### config.mk
export PLATFORM = sky130hd
export DESIGN_NAME = md_iter_core
export DESIGN_NICKNAME = d
export VERILOG_FILES = /design/src/rtl/md_pkg.sv /design/src/rtl/md_div_step.sv /design/src/rtl/md_iter_core.sv
export SDC_FILE = /design/constraint.sdc
export NUM_CORES = 1
export LEC_CHECK = 0
export ABC_AREA = 0
export CORE_MARGIN = 2
export CORE_UTILIZATION = 62
export DETAILED_ROUTE_END_ITERATION = 10
export HOLD_SLACK_MARGIN = 0.15
export PLACE_DENSITY_LB_ADDON = 0.12
export SLEW_MARGIN = 30
export SYNTH_ARGS = -nofsm -noshare
export SYNTH_HDL_FRONTEND = slang
export SYNTH_SLANG_ARGS = --single-unit
### constraint.sdc
create_clock -name clk -period 10.4 [get_ports clk]
set_clock_uncertainty 0.15 [all_clocks]
set_input_delay 2.08 -clock clk [delete_from_list [all_inputs] [get_ports clk]]
set_output_delay 2.08 -clock clk [all_outputs]
set_load 0.01 [all_outputs]
### src/rtl/md_pkg.sv
// Shared definitions for the iterative multiply/divide core: op codes, FSM states,
// iteration count and the operand magnitude helper.
package md_pkg;

   localparam logic [1:0] MD_OP_NONE = 2'd0;
   localparam logic [1:0] MD_OP_MUL  = 2'd1;
   localparam logic [1:0] MD_OP_DIV  = 2'd2;

   localparam int MD_ITERS = 32;

   typedef enum logic [1:0] {
      MD_IDLE = 2'd0,
      MD_CALC = 2'd1,
      MD_DONE = 2'd2
   } md_state_e;

   // Two's-complement magnitude, only when the operand is treated as signed.
   function automatic logic [31:0] md_abs(input logic [31:0] value, input logic is_signed);
      return (is_signed && value[31]) ? (~value + 32'd1) : value;
   endfunction

endpackage

### src/rtl/md_div_step.sv
// One combinational restoring-division step: shift in the next dividend bit,
// subtract the divisor when it fits and emit the quotient bit.
module md_div_step (
   input  logic [31:0] rem,
   input  logic        dvd_bit,
   input  logic [31:0] divisor,
   output logic [31:0] rem_next,
   output logic        q_bit
);

   logic [32:0] shifted;
   logic [32:0] diff;

   // The shifted partial remainder needs 33 bits before the trial subtraction.
   assign shifted  = {rem, dvd_bit};
   assign diff     = shifted - {1'b0, divisor};
   assign q_bit    = (shifted >= {1'b0, divisor});
   assign rem_next = q_bit ? diff[31:0] : shifted[31:0];

endmodule

### src/rtl/md_iter_core.sv
// Iterative 32x32 multiply / 32/32 divide responder with valid/ready handshakes.
// Define MD_FAST_MUL_EN for a single-cycle combinational multiply; divide stays iterative.
module md_iter_core
   import md_pkg::*;
(
   input  logic        clk,
   input  logic        reset,
   input  logic [31:0] in_src0,
   input  logic [31:0] in_src1,
   input  logic [1:0]  in_op,
   input  logic        in_sign,
   input  logic        in_valid,
   output logic        in_ready,
   output logic [31:0] out_res0,
   output logic [31:0] out_res1,
   output logic        out_valid,
   input  logic        out_ready
);

   md_state_e   state, state_next;
   logic        op_is_div;
   logic        neg_lo;
   logic        neg_hi;
   logic        div_zero;
   logic [4:0]  count;
   logic [31:0] opa;
   logic [31:0] src0_raw;
   logic [63:0] acc;
   logic [31:0] quot;
   logic [31:0] rem;

   logic        accept;
   logic        last_iter;
   logic        calc_done;
   logic [31:0] rem_next;
   logic        q_bit;
   logic [31:0] quot_next;
   logic [63:0] mul_res;
   logic [63:0] mul_fix;
   logic [31:0] q_fix;
   logic [31:0] r_fix;

   assign accept    = in_valid && (state == MD_IDLE) &&
                      ((in_op == MD_OP_MUL) || (in_op == MD_OP_DIV));
   assign last_iter = (count == 5'(MD_ITERS - 1));
   assign in_ready  = (state == MD_IDLE);
   assign out_valid = (state == MD_DONE);

   md_div_step u_div_step (
      .rem      (rem),
      .dvd_bit  (quot[31]),
      .divisor  (opa),
      .rem_next (rem_next),
      .q_bit    (q_bit)
   );

   assign quot_next = {quot[30:0], q_bit};

`ifdef MD_FAST_MUL_EN
   assign mul_res   = {32'd0, opa} * {32'd0, acc[31:0]};
   assign calc_done = op_is_div ? last_iter : 1'b1;
`else
   // Shift-add: high half accumulates the multiplicand, low half shifts out multiplier bits.
   logic [32:0] add_sum;
   assign add_sum   = {1'b0, acc[63:32]} + (acc[0] ? {1'b0, opa} : 33'd0);
   assign mul_res   = {add_sum, acc[31:1]};
   assign calc_done = last_iter;
`endif

   assign mul_fix = neg_lo ? (~mul_res + 64'd1) : mul_res;
   assign q_fix   = neg_lo ? (~quot_next + 32'd1) : quot_next;
   assign r_fix   = neg_hi ? (~rem_next + 32'd1) : rem_next;

   always_ff @(posedge clk or negedge reset) begin
      if (!reset) state <= MD_IDLE;
      else        state <= state_next;
   end

   always_comb begin
      state_next = state;
      case (state)
         MD_IDLE: if (accept)     state_next = MD_CALC;
         MD_CALC: if (calc_done)  state_next = MD_DONE;
         MD_DONE: if (out_ready)  state_next = MD_IDLE;
         default:                 state_next = MD_IDLE;
      endcase
   end

   // Operands are captured only at acceptance; results load on the final iteration edge.
   always_ff @(posedge clk or negedge reset) begin
      if (!reset) begin
         op_is_div <= 1'b0;
         neg_lo    <= 1'b0;
         neg_hi    <= 1'b0;
         div_zero  <= 1'b0;
         count     <= 5'd0;
         opa       <= 32'd0;
         src0_raw  <= 32'd0;
         acc       <= 64'd0;
         quot      <= 32'd0;
         rem       <= 32'd0;
         out_res0  <= 32'd0;
         out_res1  <= 32'd0;
      end else if (accept) begin
         op_is_div <= (in_op == MD_OP_DIV);
         neg_lo    <= in_sign & (in_src0[31] ^ in_src1[31]);
         neg_hi    <= in_sign & in_src0[31];
         div_zero  <= (in_src1 == 32'd0);
         count     <= 5'd0;
         src0_raw  <= in_src0;
         rem       <= 32'd0;
         if (in_op == MD_OP_DIV) begin
            opa  <= md_abs(in_src1, in_sign);
            quot <= md_abs(in_src0, in_sign);
            acc  <= 64'd0;
         end else begin
            opa  <= md_abs(in_src0, in_sign);
            acc  <= {32'd0, md_abs(in_src1, in_sign)};
            quot <= 32'd0;
         end
      end else if (state == MD_CALC) begin
         count <= count + 5'd1;
         quot  <= quot_next;
         rem   <= rem_next;
`ifndef MD_FAST_MUL_EN
         acc   <= mul_res;
`endif
         if (calc_done) begin
            if (!op_is_div) begin
               out_res0 <= mul_fix[31:0];
               out_res1 <= mul_fix[63:32];
            end else if (div_zero) begin
               out_res0 <= 32'hFFFF_FFFF;
               out_res1 <= src0_raw;
            end else begin
               out_res0 <= q_fix;
               out_res1 <= r_fix;
            end
         end
      end
   end

endmodule
==> tab_implementation.tex, run 1 <==
\begin{tabular}{lr}
\hline
Metric & Value \\
\hline
\multicolumn{2}{l}{\textbf{Run status}} \\
Result of the run & complete, no violations \\
\multicolumn{2}{l}{\textbf{Timing}} \\
RSZ-0062 raised after global routing & no \\
Summed negative setup slack over all endpoints & 0 ns \\
Relative slew margins & 0.226 \\
Post-route clock period utilization & 0.599 \\
Worst Max-Slew Pin Slew & 1.15 ns \\
Total of endpoints with negative setup slack in the final report & 0 \\
Period minus WS final & 6.22 ns \\
Number of endpoints with negative hold slack in the final report & 0 \\
Number of slew-limit violations in the final report & 0 \\
Highest clock frequency the design can meet & 161 MHz \\
\multicolumn{2}{l}{\textbf{Die}} \\
Die footprint & 34,400 µm² \\
Number of placement rows & 66 \\
Horizontal die dimension & 186 µm \\
Number of ports placed on the die boundary & 137 \\
Initial Util & 0.628 \\
Die extent in y & 186 µm \\
Floorplan core area & 32,500 µm² \\
\multicolumn{2}{l}{\textbf{Synthesis}} \\
Summed instance area of the synthesized netlist & 20,400 µm² \\
Number of synthesized flops with an enable pin & 0 \\
Dominant synthesized flop cell & sky130\_fd\_sc\_hd\_\_dfrtp\_1 \\
Number of warnings reported in the yosys synthesis log & 0 \\
Synth area leaders & sky130\_fd\_sc\_hd\_\_dfrtp\_1, sky130\_fd\_sc\_hd\_\_nand2\_1, sky130\_fd\_sc\_hd\_\_xnor2\_1 \\
Mapped Cells & 2,537 \\
List of most frequent post-synthesis cells & sky130\_fd\_sc\_hd\_\_nand2\_1, sky130\_fd\_sc\_hd\_\_dfrtp\_1, sky130\_fd\_sc\_hd\_\_o21ai\_0, sky130\_fd\_sc\_hd\_\_nor2\_1, sky130\_fd\_sc\_hd\_\_xnor2\_1 \\
Net count of the mapped netlist & 2,682 \\
Sequential-to-total area share from yosys stat & 0.327 \\
Largest area contributor in the synthesized netlist & sky130\_fd\_sc\_hd\_\_dfrtp\_1 \\
Most frequent cell after synthesis & sky130\_fd\_sc\_hd\_\_nand2\_1 \\
Share of flip-flops with an asynchronous set or reset & 1.00 \\
Multiplexer share of the synthesized area & 0.0512 \\
Combinational family with the most area after synthesis & compound AO/OA/AOI/OAI gates \\
FF+latch count, synth & 267 \\
Number of library cell types mapped by synthesis & 91 \\
Post-synth top area share & 0.327 \\
Fraction of the mapped netlist area in adder cells & 0.0460 \\
Fraction of synthesized cell area in xor and xnor cells & 0.0913 \\
Basic-gate share of the synthesized area counting and, or, nand and nor cells & 0.214 \\
Synth Area in Compound Gates & 0.228 \\
Avg Synthesized Cell Area & 8.05 µm² \\
\multicolumn{2}{l}{\textbf{Setup path}} \\
Data arrival time of the critical path & 6.53 ns \\
Startpoint kind of the worst setup timing path & flop \\
Slowest cell delay on critical path & 0.71 ns \\
Setup slack of the worst register-to-register path & 4.18 ns \\
Critical path cell sequence & ha\_1 > nor2b\_1 > o2111ai\_1 > a211oi\_1 > o211a\_1 > o211ai\_1 > buf\_4 > nand2\_1 > buf\_4 > nand2\_1 > o21ai\_0 > ha\_1 > inv\_1 > nor3\_1 > nand2\_1 > nor3\_1 > a31oi\_1 > nor3\_1 > a21oi\_1 > a41o\_1 > o32a\_1 \\
Top delay family on crit path & compound AO/OA/AOI/OAI gates \\
Count of buffer and inverter cells on the critical path & 3 \\
Type of the worst setup path & reg -> reg \\
Slowest cell on the critical path & sky130\_fd\_sc\_hd\_\_a211oi\_1 \\
CP endpoint kind & flop \\
Top fanout value on the critical path & 39 \\
Data required time at the worst endpoint & 10.71 ns \\
\multicolumn{2}{l}{\textbf{GRT}} \\
Number of global-route vias before repair & 18,900 \\
Pin count of the biggest net entering global routing & 167 \\
Overflow after GRT & 0 \\
First-pass GRT wire length & 111,000 µm \\
Number of antenna violations at the first check in global routing & 3 \\
GRT Overall Usage & 0.419 \\
\multicolumn{2}{l}{\textbf{Power}} \\
Total power density per cell area & 400 nW/µm² \\
Leak Pwr & 9.63 nW \\
Worst VDD drop & 0.000303 V \\
\multicolumn{2}{l}{\textbf{Placed design}} \\
Placer congestion estimate & 1.01 \\
Placed insts & 2,978 \\
Number of buffers added on ports & 136 \\
Detailed-placement wirelength estimate & 53,300 µm \\
Post-Place Cell Area & 22,000 µm² \\
\multicolumn{2}{l}{\textbf{Finish}} \\
Signed area change from the synthesized netlist to the final layout & 13.0\% \\
Nets@finish & 2,714 \\
Non-filler instance count after layout & 3,037 \\
Fraction of layout cells with a size suffix above 1 & 0.0513 \\
Finished layout cell area & 23,100 µm² \\
Share of the core filled with cells in the final layout & 0.710 \\
Final-layout fill cell count & 2,693 \\
\multicolumn{2}{l}{\textbf{Clock tree}} \\
Post-CTS sizing & 0 \\
Root buffer cell & sky130\_fd\_sc\_hd\_\_clkbuf\_16 \\
Later-pin clock latency in the skew report & 0.60 ns \\
Clock tree from TritonCTS & done \\
Post-CTS Setup Repair Bufs & 0 \\
Inserted Clock Buffers & 30 \\
Clock Tree Buf Depth & 3 \\
Maximum level of the CTS H-tree & 1 \\
Number of buffers inserted for hold repair after clock tree synthesis & 0 \\
Clock slew seen by the registers of the worst setup and hold paths & 0.07 ns \\
Sinks on Clock Net & 267 \\
\multicolumn{2}{l}{\textbf{Hold path}} \\
Path category of the worst min-delay check & reg -> reg \\
\multicolumn{2}{l}{\textbf{Route}} \\
Total wire length & 72,800 µm \\
Starting DRC count in detailed routing & 2,786 \\
ANT nets after route & 0 \\
Via density per instance & 6.88 \\
Pre-Repair DR Iteration Count & 6 \\
Total via count after detailed routing & 20,900 \\
Average wire length per cell after detail routing & 24.0 µm \\
DRC violation count after routing & 0 \\
\multicolumn{2}{l}{\textbf{Run}} \\
Max-Cap Viols & 0 \\
\hline
\end{tabular}
## layer usage
layer,wire [µm],up-vias,GRT usage
met5,0,-,0
met4,3450,0,0.166
met3,8750,222,0.0771
met2,31600,1405,0.638
met1,29000,10000,0.592
li1,-,9247,-
## worst min-delay path: cells and delay by family (launching register included)
| kind | cells | cell delay, ns |
|---|---|---|
| and+or+nand+nor | 2 | 0.10 |
| DFF | 1 | 0.34 |
## flip-flops by register name, summed over array words and instances (netlist names)
signal     count
acc           64
quot          32
state          2
neg_lo         1
out_res0      32
op_is_div      1
opa           32
div_zero       1
rem           32
neg_hi         1
out_res1      32
count          5
src0_raw      32
## final cells by class
cell class | count | area, µm² | share of cell area
Clock buffer | 43 | 880 | 0.0381
Multi-Input combinational cell | 2043 | 12900 | 0.560
Clock inverter | 13 | 210 | 0.00910
Antenna cell | 2 | 5.00 | 0.000217
Timing Repair Buffer | 157 | 1570 | 0.0680
Inverter | 70 | 263 | 0.0114
Tap cell | 442 | 553 | 0.0239
Sequential cell | 267 | 6690 | 0.289
## through the flow
| stage | total power, mW | hold WS, ns | setup slack [ns] |
|---|---|---|---|
| after global routing | 9.76 | 0.355 | 3.75 |
| after global placement | 7.67 | 0.301 | 4.20 |
| after floorplan | 5.96 | 0.287 | 4.91 |
| after CTS | 9.00 | 0.319 | 4.37 |
| after detailed placement | 7.80 | 0.305 | 4.16 |
| final | 9.23 | 0.320 | 4.18 |
## cell usage in the layout (no fill, tap or decap), types with 22 or more instances in the layout
| cell | Yosys | final |
|---|---|---|
| sky130_fd_sc_hd__nand2_1 | 365 | 364 |
| sky130_fd_sc_hd__dfrtp_1 | 267 | 264 |
| sky130_fd_sc_hd__o21ai_0 | 219 | 219 |
| sky130_fd_sc_hd__nor2_1 | 156 | 156 |
| sky130_fd_sc_hd__xnor2_1 | 148 | 148 |
| sky130_fd_sc_hd__a21oi_1 | 146 | 146 |
| sky130_fd_sc_hd__clkdlybuf4s50_1 | 0 | 135 |
| sky130_fd_sc_hd__nand3_1 | 105 | 105 |
| sky130_fd_sc_hd__o22ai_1 | 93 | 93 |
| sky130_fd_sc_hd__mux2i_1 | 90 | 90 |
| sky130_fd_sc_hd__ha_1 | 72 | 71 |
| sky130_fd_sc_hd__inv_1 | 67 | 67 |
| sky130_fd_sc_hd__xor2_1 | 65 | 65 |
| sky130_fd_sc_hd__nor3_1 | 52 | 52 |
| sky130_fd_sc_hd__o31ai_1 | 45 | 45 |
| sky130_fd_sc_hd__and2_1 | 42 | 43 |
| sky130_fd_sc_hd__nand2b_1 | 42 | 40 |
| sky130_fd_sc_hd__clkbuf_16 | 0 | 30 |
| sky130_fd_sc_hd__nor4_1 | 27 | 27 |
| sky130_fd_sc_hd__or4_1 | 22 | 22 |
## power breakdown
group	switching (mW)	internal (mW)	total (mW)
clock	0.483	0.691	1.17
sequential	0.499	1.52	2.02
combinational	3.85	2.20	6.04
## cells by family after synthesis
| family | Yosys count |
|---|---|
| adders and majority gates | 74 |
| xor gates and xnor gates | 213 |
| DFF | 267 |
| buffers and inverters | 227 |
| muxes | 103 |
| and+or+nand+nor | 915 |
| AOI/OAI and AO/OA | 738 |
## path summary, 6_finish.rpt
check | depth (start not counted) | to | from
max | 21 | out_res1[28] | rem[0]
min | 2 | out_res0[19] | out_res0[19]
max reg2reg | 21 | out_res1[28] | rem[0]
min reg2reg | 2 | out_res0[19] | out_res0[19]
max in group asynchronous | 3 | acc[53] | reset
min in group asynchronous | 1 | out_res0[8] | reset
(Power assumes the default switching activity.)
==> inputs of run 2 (changes only) <==
--- a/config.mk
+++ b/config.mk
@@ -7,7 +7,7 @@
 export LEC_CHECK = 0
 export ABC_AREA = 0
 export CORE_MARGIN = 2
-export CORE_UTILIZATION = 62
+export CORE_UTILIZATION = 55
 export DETAILED_ROUTE_END_ITERATION = 10
 export HOLD_SLACK_MARGIN = 0.15
 export PLACE_DENSITY_LB_ADDON = 0.12
==> constraint.sdc (replaced) <==
create_clock -name clk -period 5.35 [get_ports clk]
set_clock_uncertainty 0.15 [all_clocks]
set_input_delay 1.07 -clock clk [delete_from_list [all_inputs] [get_ports clk]]
set_output_delay 1.07 -clock clk [all_outputs]
set_load 0.01 [all_outputs]
==> run 2 against run 1 <==
Worst setup slack got worse by 4.0 ns. Via count decreased by 1.0%. Final cell count increased by 2.6%. Clock power increased by 97%. Global-route usage decreased by 2.7 points. Sequential cell count unchanged. Register-to-register slack got worse by 4.0 ns. Largest power group unchanged. Critical path type unchanged. Critical path depth decreased by 7. Power increased by 98%. Die area increased by 12%. Hold slack got worse by 0.075 ns.
==> tab_implementation.tex, run 2 (same netlist as run 1, synthesis figures left out) <==
\begin{tabular}{lr}
\hline
Metric & Value \\
\hline
\multicolumn{2}{l}{\textbf{Clock tree}} \\
Clock tree from TritonCTS & done \\
Sinks on Clock Net & 267 (unchanged) \\
Maximum level of the CTS H-tree & 2 (+1) \\
Root buffer cell & sky130\_fd\_sc\_hd\_\_clkbuf\_16 \\
Clock slew seen by the registers of the worst setup and hold paths & 0.06 ns (about the same) \\
Number of buffers inserted for hold repair after clock tree synthesis & 0 (unchanged) \\
Inserted Clock Buffers & 34 (+13\%) \\
Later-pin clock latency in the skew report & 0.56 ns (-0.04 ns) \\
Clock Tree Buf Depth & 3 (unchanged) \\
\multicolumn{2}{l}{\textbf{Die}} \\
Number of ports placed on the die boundary & 137 (unchanged) \\
Horizontal die dimension & 197 µm (+6.0\%) \\
Floorplan core area & 36,600 µm² (+13\%) \\
Die extent in y & 197 µm (+6.0\%) \\
Number of placement rows & 70 (+6.1\%) \\
Die footprint & 38,700 µm² (+12\%) \\
Initial Util & 0.558 (-0.0699) \\
\multicolumn{2}{l}{\textbf{Timing}} \\
Number of endpoints with negative hold slack in the final report & 0 (unchanged) \\
Minimum setup slack in the final design & 0.163 ns (-4.01 ns) \\
Total of endpoints with negative setup slack in the final report & 0 (unchanged) \\
Summed negative setup slack over all endpoints & 0 ns (unchanged) \\
Period minus WS final & 5.19 ns (-1.04 ns) \\
Highest clock frequency the design can meet & 193 MHz (+20\%) \\
Number of slew-limit violations in the final report & 0 (unchanged) \\
Relative slew margins & 0.322 (+0.0957) \\
Worst Max-Slew Pin Slew & 1.01 ns (-0.138 ns) \\
RSZ-0062 raised after global routing & no \\
Post-route clock period utilization & 0.969 (+0.371) \\
\multicolumn{2}{l}{\textbf{Route}} \\
ANT nets after route & 0 (unchanged) \\
Average wire length per cell after detail routing & 24.7 µm (+2.9\%) \\
Total via count after detailed routing & 20,700 (-1.0\%) \\
Via density per instance & 6.64 (-3.6\%) \\
Pre-Repair DR Iteration Count & 7 (+1) \\
Starting DRC count in detailed routing & 2,304 (-17\%) \\
DRC violation count after routing & 0 (unchanged) \\
Total wire length & 76,800 µm (+5.5\%) \\
\multicolumn{2}{l}{\textbf{Placed design}} \\
Placed insts & 3,049 (+2.4\%) \\
Placer congestion estimate & 1.04 (+2.4\%) \\
Place WS & 0.111 ns (-4.05 ns) \\
Detailed-placement wirelength estimate & 57,400 µm (+7.6\%) \\
Number of buffers added on ports & 136 (unchanged) \\
\multicolumn{2}{l}{\textbf{Run status}} \\
Result of the run & complete, no violations \\
\multicolumn{2}{l}{\textbf{Setup path}} \\
Data required time at the worst endpoint & 5.69 ns (-5.02 ns) \\
CP endpoint kind & flop \\
Slowest cell delay on critical path & 0.61 ns (-0.10 ns) \\
Top fanout value on the critical path & 8 (-79\%) \\
Slowest cell on the critical path & sky130\_fd\_sc\_hd\_\_dfrtp\_1 \\
Critical path cell sequence & and2\_1 > ha\_1 > inv\_1 > fa\_1 > xor2\_1 > and4b\_1 > nor2b\_1 > o2111ai\_1 > a2111oi\_2 > nand3\_1 > or4\_1 > or4\_4 > o41ai\_1 > o32a\_1 \\
Data arrival time of the critical path & 5.53 ns (-1.00 ns) \\
Type of the worst setup path & reg -> reg \\
Startpoint kind of the worst setup timing path & flop \\
\multicolumn{2}{l}{\textbf{Power}} \\
Total power density per cell area & 777 nW/µm² (+94\%) \\
Total power of the final layout & 18.3 mW (+98\%) \\
Worst VDD drop & 0.000508 V (+68\%) \\
Leak Pwr & 9.87 nW (+2.6\%) \\
\multicolumn{2}{l}{\textbf{Finish}} \\
Nets@finish & 2,765 (+1.9\%) \\
Share of the core filled with cells in the final layout & 0.643 (-0.0671) \\
Commonest non-fill, non-tap cell in the layout & sky130\_fd\_sc\_hd\_\_nand2\_1 \\
Fraction of layout cells with a size suffix above 1 & 0.0689 (+0.0176) \\
Number of flip-flops under the largest register name & 64 (unchanged) \\
Highest-count cells in the layout ignoring fill and taps & sky130\_fd\_sc\_hd\_\_nand2\_1, sky130\_fd\_sc\_hd\_\_dfrtp\_1, sky130\_fd\_sc\_hd\_\_o21ai\_0 \\
Largest register by flop count & acc \\
Non-filler instance count after layout & 3,116 (+2.6\%) \\
Signed area change from the synthesized netlist to the final layout & 15.2\% \\
Final-layout fill cell count & 3,251 (+21\%) \\
\multicolumn{2}{l}{\textbf{Run}} \\
Max-Cap Viols & 0 (unchanged) \\
\multicolumn{2}{l}{\textbf{GRT}} \\
First-pass GRT wire length & 116,000 µm (+4.0\%) \\
Pin count of the biggest net entering global routing & 107 (-36\%) \\
Number of global-route vias before repair & 19,200 (+1.8\%) \\
Overflow after GRT & 0 (unchanged) \\
Number of antenna violations at the first check in global routing & 5 (+2) \\
GRT Overall Usage & 0.392 (-0.0274) \\
\multicolumn{2}{l}{\textbf{Hold path}} \\
Path category of the worst min-delay check & in -> async \\
\hline
\end{tabular}
run 2: metal layers:
layer | vias to the layer above | global-route usage | part of all wire
li1 | 9353 | - | -
met1 | 9966 | 0.552 | 0.42
met2 | 1187 | 0.581 | 0.43
met3 | 175 | 0.0977 | 0.11
met4 | 2 | 0.150 | 0.042
met5 | - | 0 | 0.00016
run 2: what timing repair did:
action | in CTS | in global routing
endpoints found under the setup margin | 0 | 4
setup buffers | 0 | 1
endpoints found under the hold margin | 0 | 0
gates resized for setup | 0 | 2
run 2: cell type report:
type | count | area, µm² | area share
timing repair buffer | 204 | 1960 | 0.0833
multi-input combinational | 2043 | 12900 | 0.550
tap | 468 | 586 | 0.0249
inverter | 70 | 263 | 0.0112
antenna | 5 | 12.5 | 0.000532
clock buffer | 51 | 1030 | 0.0436
clock inverter | 8 | 60.1 | 0.00255
sequential | 267 | 6680 | 0.284
run 2: final timing paths:
path | from | endpoint | slack [ns] | cells after the start
max | acc[0] | out_res1[29] | 0.16 | 14
min in group clk | out_res0[19] | out_res0[19] | 0.32 | 2
max in group asynchronous | reset | src0_raw[7] | 3.48 | 3
min | reset | acc[7] | 0.24 | 1
max reg2reg | acc[0] | out_res1[29] | 0.16 | 14
min reg2reg | out_res0[19] | out_res0[19] | 0.32 | 2
run 2: per-stage QoR:
stage,area [µm²],hold WS [ns]
after CTS,23500,0.322
after global routing,23500,0.263
final,23500,0.245
after floorplan,20400,0.287
after detailed placement,22400,0.309
after global placement,22400,0.302
run 2: power breakdown:
group	switching [mW]	total (mW)	internal, mW
logic	7.58	12.1	4.50
clock network	0.981	2.31	1.33
registers	0.939	3.89	2.95
total	9.50	18.3	8.78
run 2: worst max-delay path: cells and delay by family, from the launching register on:
| kind | cells | cell delay, ns |
|---|---|---|
| AO/OA/AOI/OAI | 4 | 1.24 |
| flip-flops | 1 | 0.61 |
| buffers and inverters | 1 | 0.06 |
| XOR/XNOR | 1 | 0.28 |
| AND/OR/NAND/NOR | 6 | 2.14 |
| adder cells (fa/ha/maj) | 2 | 0.64 |
